### src/rtl/microwave_pkg.sv
// Shared definitions for the microwave controller.
// The 2-bit state codes are also decoded by the display block.
package microwave_pkg;

  typedef enum logic [1:0] {
    ST_IDLE  = 2'd0,
    ST_COOK  = 2'd1,
    ST_PAUSE = 2'd2,
    ST_DONE  = 2'd3
  } mw_state_e;

  localparam logic BTN_IDLE_LEVEL  = 1'b1;
  localparam logic DOOR_IDLE_LEVEL = 1'b0;

endpackage

### src/rtl/button_sync.sv
// Two-flop synchroniser plus a previous-value flop, used for buttons and the door switch.
// level_o is the synchronised input; fall_o is a one-cycle high-to-low event.
module button_sync #(
  parameter logic IDLE_LEVEL = 1'b1
) (
  input  logic clk_i,
  input  logic rst_ni,
  input  logic async_i,
  output logic level_o,
  output logic fall_o
);

  logic meta_q;
  logic sync_q;
  logic prev_q;

  always_ff @(posedge clk_i or negedge rst_ni) begin
    if (!rst_ni) begin
      meta_q <= IDLE_LEVEL;
      sync_q <= IDLE_LEVEL;
      prev_q <= IDLE_LEVEL;
    end else begin
      meta_q <= async_i;
      sync_q <= meta_q;
      prev_q <= sync_q;
    end
  end

  assign level_o = sync_q;
  assign fall_o  = prev_q & ~sync_q;

endmodule

### src/rtl/magnetron_control.sv
// Cooking-cycle controller: IDLE/COOK/PAUSE/DONE FSM driving the timer enable,
// the one-cycle timer clear pulse and a bounded end-of-cycle beep.
module magnetron_control
  import microwave_pkg::*;
#(
  parameter int unsigned BEEP_CYCLES = 20
) (
  input  logic       clock,
  input  logic       clearn,
  input  logic       startn,
  input  logic       stopn,
  input  logic       door_closed,
  input  logic       timer_zero,
  output logic       mag_on,
  output logic       timer_clearn,
  output logic       beep,
  output logic [1:0] state
);

  localparam int unsigned CNT_W = $clog2(BEEP_CYCLES + 1);

  logic start_level_unused;
  logic stop_level_unused;
  logic door_fall_unused;
  logic start_fall;
  logic stop_fall;
  logic door_s;

  button_sync #(.IDLE_LEVEL(BTN_IDLE_LEVEL)) u_start_sync (
    .clk_i   (clock),
    .rst_ni  (clearn),
    .async_i (startn),
    .level_o (start_level_unused),
    .fall_o  (start_fall)
  );

  button_sync #(.IDLE_LEVEL(BTN_IDLE_LEVEL)) u_stop_sync (
    .clk_i   (clock),
    .rst_ni  (clearn),
    .async_i (stopn),
    .level_o (stop_level_unused),
    .fall_o  (stop_fall)
  );

  button_sync #(.IDLE_LEVEL(DOOR_IDLE_LEVEL)) u_door_sync (
    .clk_i   (clock),
    .rst_ni  (clearn),
    .async_i (door_closed),
    .level_o (door_s),
    .fall_o  (door_fall_unused)
  );

  mw_state_e        state_q;
  logic             mag_on_q;
  logic             timer_clearn_q;
  logic             beep_q;
  logic [CNT_W-1:0] beep_cnt_q;
  logic [CNT_W-1:0] beep_cnt_d;

  assign beep_cnt_d = beep_cnt_q - CNT_W'(1);

  // Outputs are registered alongside the state, so each branch sets them for the state it enters.
  always_ff @(posedge clock or negedge clearn) begin
    if (!clearn) begin
      state_q        <= ST_IDLE;
      mag_on_q       <= 1'b0;
      timer_clearn_q <= 1'b1;
      beep_q         <= 1'b0;
      beep_cnt_q     <= '0;
    end else begin
      timer_clearn_q <= 1'b1;
      unique case (state_q)
        ST_IDLE: begin
          if (stop_fall) begin
            timer_clearn_q <= 1'b0;
          end else if (start_fall && door_s && !timer_zero) begin
            state_q  <= ST_COOK;
            mag_on_q <= 1'b1;
          end
        end
        ST_COOK: begin
          if (timer_zero) begin
            state_q    <= ST_DONE;
            mag_on_q   <= 1'b0;
            beep_q     <= 1'b1;
            beep_cnt_q <= CNT_W'(BEEP_CYCLES);
          end else if (!door_s || stop_fall) begin
            state_q  <= ST_PAUSE;
            mag_on_q <= 1'b0;
          end
        end
        ST_PAUSE: begin
          if (stop_fall) begin
            state_q        <= ST_IDLE;
            timer_clearn_q <= 1'b0;
          end else if (start_fall && door_s) begin
            state_q  <= ST_COOK;
            mag_on_q <= 1'b1;
          end
        end
        ST_DONE: begin
          if (stop_fall || beep_cnt_d == '0) begin
            state_q    <= ST_IDLE;
            beep_q     <= 1'b0;
            beep_cnt_q <= '0;
          end else begin
            beep_cnt_q <= beep_cnt_d;
          end
        end
        default: begin
          state_q  <= ST_IDLE;
          mag_on_q <= 1'b0;
          beep_q   <= 1'b0;
        end
      endcase
    end
  end

  assign mag_on       = mag_on_q;
  assign timer_clearn = timer_clearn_q;
  assign beep         = beep_q;
  assign state        = state_q;

endmodule

### config.mk
export PLATFORM = sky130hd
export DESIGN_NAME = magnetron_control
export DESIGN_NICKNAME = d
export VERILOG_FILES = /design/src/rtl/microwave_pkg.sv /design/src/rtl/button_sync.sv /design/src/rtl/magnetron_control.sv
export SDC_FILE = /design/constraint.sdc
export NUM_CORES = 1
export LEC_CHECK = 0
export CAP_MARGIN = 20
export CORE_MARGIN = 2
export CORE_UTILIZATION = 25
export DETAILED_ROUTE_END_ITERATION = 8
export PLACE_DENSITY = 0.48
export SLEW_MARGIN = 40
export SYNTH_ARGS = -nofsm -noshare
export SYNTH_HDL_FRONTEND = slang
export SYNTH_SLANG_ARGS = --single-unit
### constraint.sdc
create_clock -name clock -period 1.85 [get_ports clock]
set_input_delay 0.2775 -clock clock [delete_from_list [all_inputs] [get_ports clock]]
set_output_delay 0.2775 -clock clock [all_outputs]
set_load 0.05 [all_outputs]
==> results.md <==
- Max IR drop VDD: 0.0003735 V
- Status: completed
- Crit Reg-Reg Startpoint: beep_cnt_q[0]$_DFFE_PN0P_
- Sw frac: 41.21%
- Routability cong.: around 0.7
- Ys flop type: dfrtp_1
- RSZ-0062 raised after global routing: no
- Final Skew: 0.01770 ns
- Layout fillers: 322
- Max clock buf depth: 2
- Number of antenna diodes: 0
- Family with the most delay on the worst path: buffers and inverters
- Post-Syn Nets: 83
- Sequential power share: 42.4%
- Crit-path slowest cell: clkdlybuf4s50_1
- Die Ht: slightly above 60 um
- Layout net count: a little under 100
- Upper clock frequency limit: 0.5604 GHz
- CTS tree: done
- Pwr Density: about 1500 mW/mm^2
- Post-synthesis cell area: 800.8 um^2
- Area Growth Syn to Fin: 22.97%
- # clock sinks: 18
- Setup TNS: 0 ns
- Cell row count: 20
- Synth cell types: 29
- TritonRoute pass-1 iters: 4
- Endpoint type of the worst setup path: primary output
- Clk root buf: clkbuf_4
- EDFF count, synth: 0
- Hold Path Class: primary input to asynchronous set/reset pin
- Setup WS pre-CTS: 0.2626 ns
- Pleak: 0.4156 nW
- Area share of the largest cell type after synthesis: between 30 and 40%
- Critical Path Start: beep$_DFFE_PN0P_
- Global-route wire length before repair: 2601 um
- Biggest area consumer among synthesized cells: dfrtp_1
- WP data required: roughly 1.6 ns
- Global Route Usage Sum: 9.589%
- CTS H-tree depth: 1
- 1st-iter DRT viols: 3
- Later-pin clock latency in the skew report: roughly 0.30 ns
- Layout cells sized above 1: roughly 22%
- Crit path launch type: register
- Vias in the first global route: 597
- Number of buffers and inverters on the critical path: 1
- Core area: 0.003053 mm^2
- Sw power: a little under 0.0006 W
- Period minus WS final: 1.785 ns
- Io pins: 11
- Setup Buffers After CTS: 0
- Max-slew headroom: 66.05%
- Antenna-violating nets left: 0
- Synth Register Bits: 18
- Die area: about 0.0037 mm^2
- TritonCTS Buffers: 3
- Max Cap Viol: 0
- Largest net degree at the start of global routing: 19
- Crit path kind: register to primary output
- Syn. warnings: 0
- Routed WL per cell: 11.39 um
- Cell chain of the critical path: clkdlybuf4s50_1
- Final Hold Fails: 0
- Worst setup margin: 0.06543 ns
- DR vias: between 500 and 600
- Clock Power Share: 16.8%
- Internal Pwr Total: 0.0008467 W
- Worst-Margin Slew: a little over 0.5 ns
- CP Max Fanout: 2
- Synth Area per Inst: between 10 and 15 um^2
- Gate power share: 40.7%
- # hold bufs at CTS: 0
- WL final: 1515 um
- Residual DRC: 0
- Final Max Tran Viols: 0
- Cts repair resizes: 0
- Vias per cell: 4.353
- Mapped Cells: 75
- Gr ovfl total: 0
- Post-synth ARST share: 100.0%
- Fin crit share: between 90% and 100%
- Die X: 60.60 um
- Initial core utilization: 26.23%
- Worst-path clk slew: 0.11 ns
- Sequential fraction of the synthesis area: 57.34%
- Crit path DAT: 1.51 ns
- Main area contributors after synthesis: dfrtp_1, dfstp_2, a21oi_1
- Slowest stage delay, CP: 0.82 ns
- Final-report setup violation count: 0
- Initial antenna violation count: 0
- Port bufs: 10
## power by group through the flow
stage	Combinational, W	Sequential, W	Clock (W)
global placement	0.000587	0.000611	0
floorplan	0.000332	0.000708	0
finish	0.000586	0.000611	0.000242
global route	0.000653	0.000628	0.000269
CTS	0.000592	0.000611	0.000250
detailed placement	0.000589	0.000619	0
## Yosys cell counts, types with 2 or more instances
cell type	n
dfrtp_1	11
a21oi_1	9
dfstp_2	7
inv_1	6
nand2_1	6
nor2_1	5
nor2b_1	4
o21ai_0	4
ha_1	2
o21ai_1	2
## cells in the final DEF, fill, tap and decap left out, types with 2 or more instances in the layout
master	n
dfrtp_1	11
buf_4	5
o21ai_0	4
inv_1	6
clkdlybuf4s50_1	7
nor2b_1	4
a21oi_1	9
ha_1	2
clkbuf_4	3
nand2_1	6
o21ai_1	2
dfstp_2	7
nor2_1	5
## layer usage
| metal | vias to the layer above | routed length, um | GRT usage [%] |
|---|---|---|---|
| met3 | 2 | 62 | 4.264 |
| met1 | 277 | 782 | 12.12 |
| met4 | 0 | 13 | 3.416 |
| met5 | - | 0 | 0 |
| met2 | 13 | 656 | 14.59 |
| li1 | 287 | - | - |
## metrics by stage
stage | power (W) | std cells | hold slack [ns] | util [%] | area [um^2]
final | 0.001440 | 133 | 0.2838 | 32.25 | 984.7
after global routing | 0.001549 | 133 | 0.3075 | 32.25 | 984.7
after CTS | 0.001454 | 133 | 0.2923 | 32.25 | 984.7
after detailed placement | 0.001208 | 129 | 0.3347 | 31.07 | 948.4
after global placement | 0.001198 | 129 | 0.3327 | 31.07 | 948.4
after floorplan | 0.001040 | 75 | -0.01809 | - | 800.8
## worst paths after layout
kind / endpoint / slack [ns] / cells after the start
hold reg to reg: u_door_sync.level_o$_DFF_PN0_ / 0.36 / 0
min in group clock: u_door_sync.level_o$_DFF_PN0_ / 0.36 / 0
setup reg to reg: beep_cnt_q[4]$_DFFE_PN0P_ / 0.24 / 6
max in group asynchronous: u_start_sync.prev_q$_DFF_PN1_ / 1.29 / 2
setup / recovery: beep / 0.07 / 1
hold / removal: beep_cnt_q[3]$_DFFE_PN0P_ / 0.28 / 2
## layout make-up
type                            count  area (um^2)  share of cell area (%)
Sequential cell                    18        459.2                   46.63
Multi-Input combinational cell     49        304.0                   30.88
Timing Repair Buffer               12        107.6                   10.93
Tap cell                           44        55.05                   5.591
Clock buffer                        4        36.28                   3.685
Inverter                            6        22.52                   2.287
## sequential cells by signal, summed over array words and instances, names as in the netlist
register              count
u_start_sync.prev_q       1
u_start_sync.meta_q       1
u_start_sync.level_o      1
timer_clearn              1
beep_cnt_q                5
u_stop_sync.prev_q        1
u_stop_sync.level_o       1
beep                      1
state                     2
u_door_sync.level_o       1
u_door_sync.meta_q        1
mag_on                    1
u_stop_sync.meta_q        1
## logic make-up (layout without fill, tap and decap cells)
kind of cell               count (synthesis)  in the layout  share of synthesized area, %
and+or+nand+nor                           25             25                         18.91
AOI/OAI and AO/OA                         21             21                         14.85
DFF                                       18             18                         57.34
buffers and inverters                      8             22                         4.687
adders and majority gates                  2              2                         3.125
xor gates and xnor gates                   1              1                         1.094
Note: power is estimated with default switching activity, not from simulation.
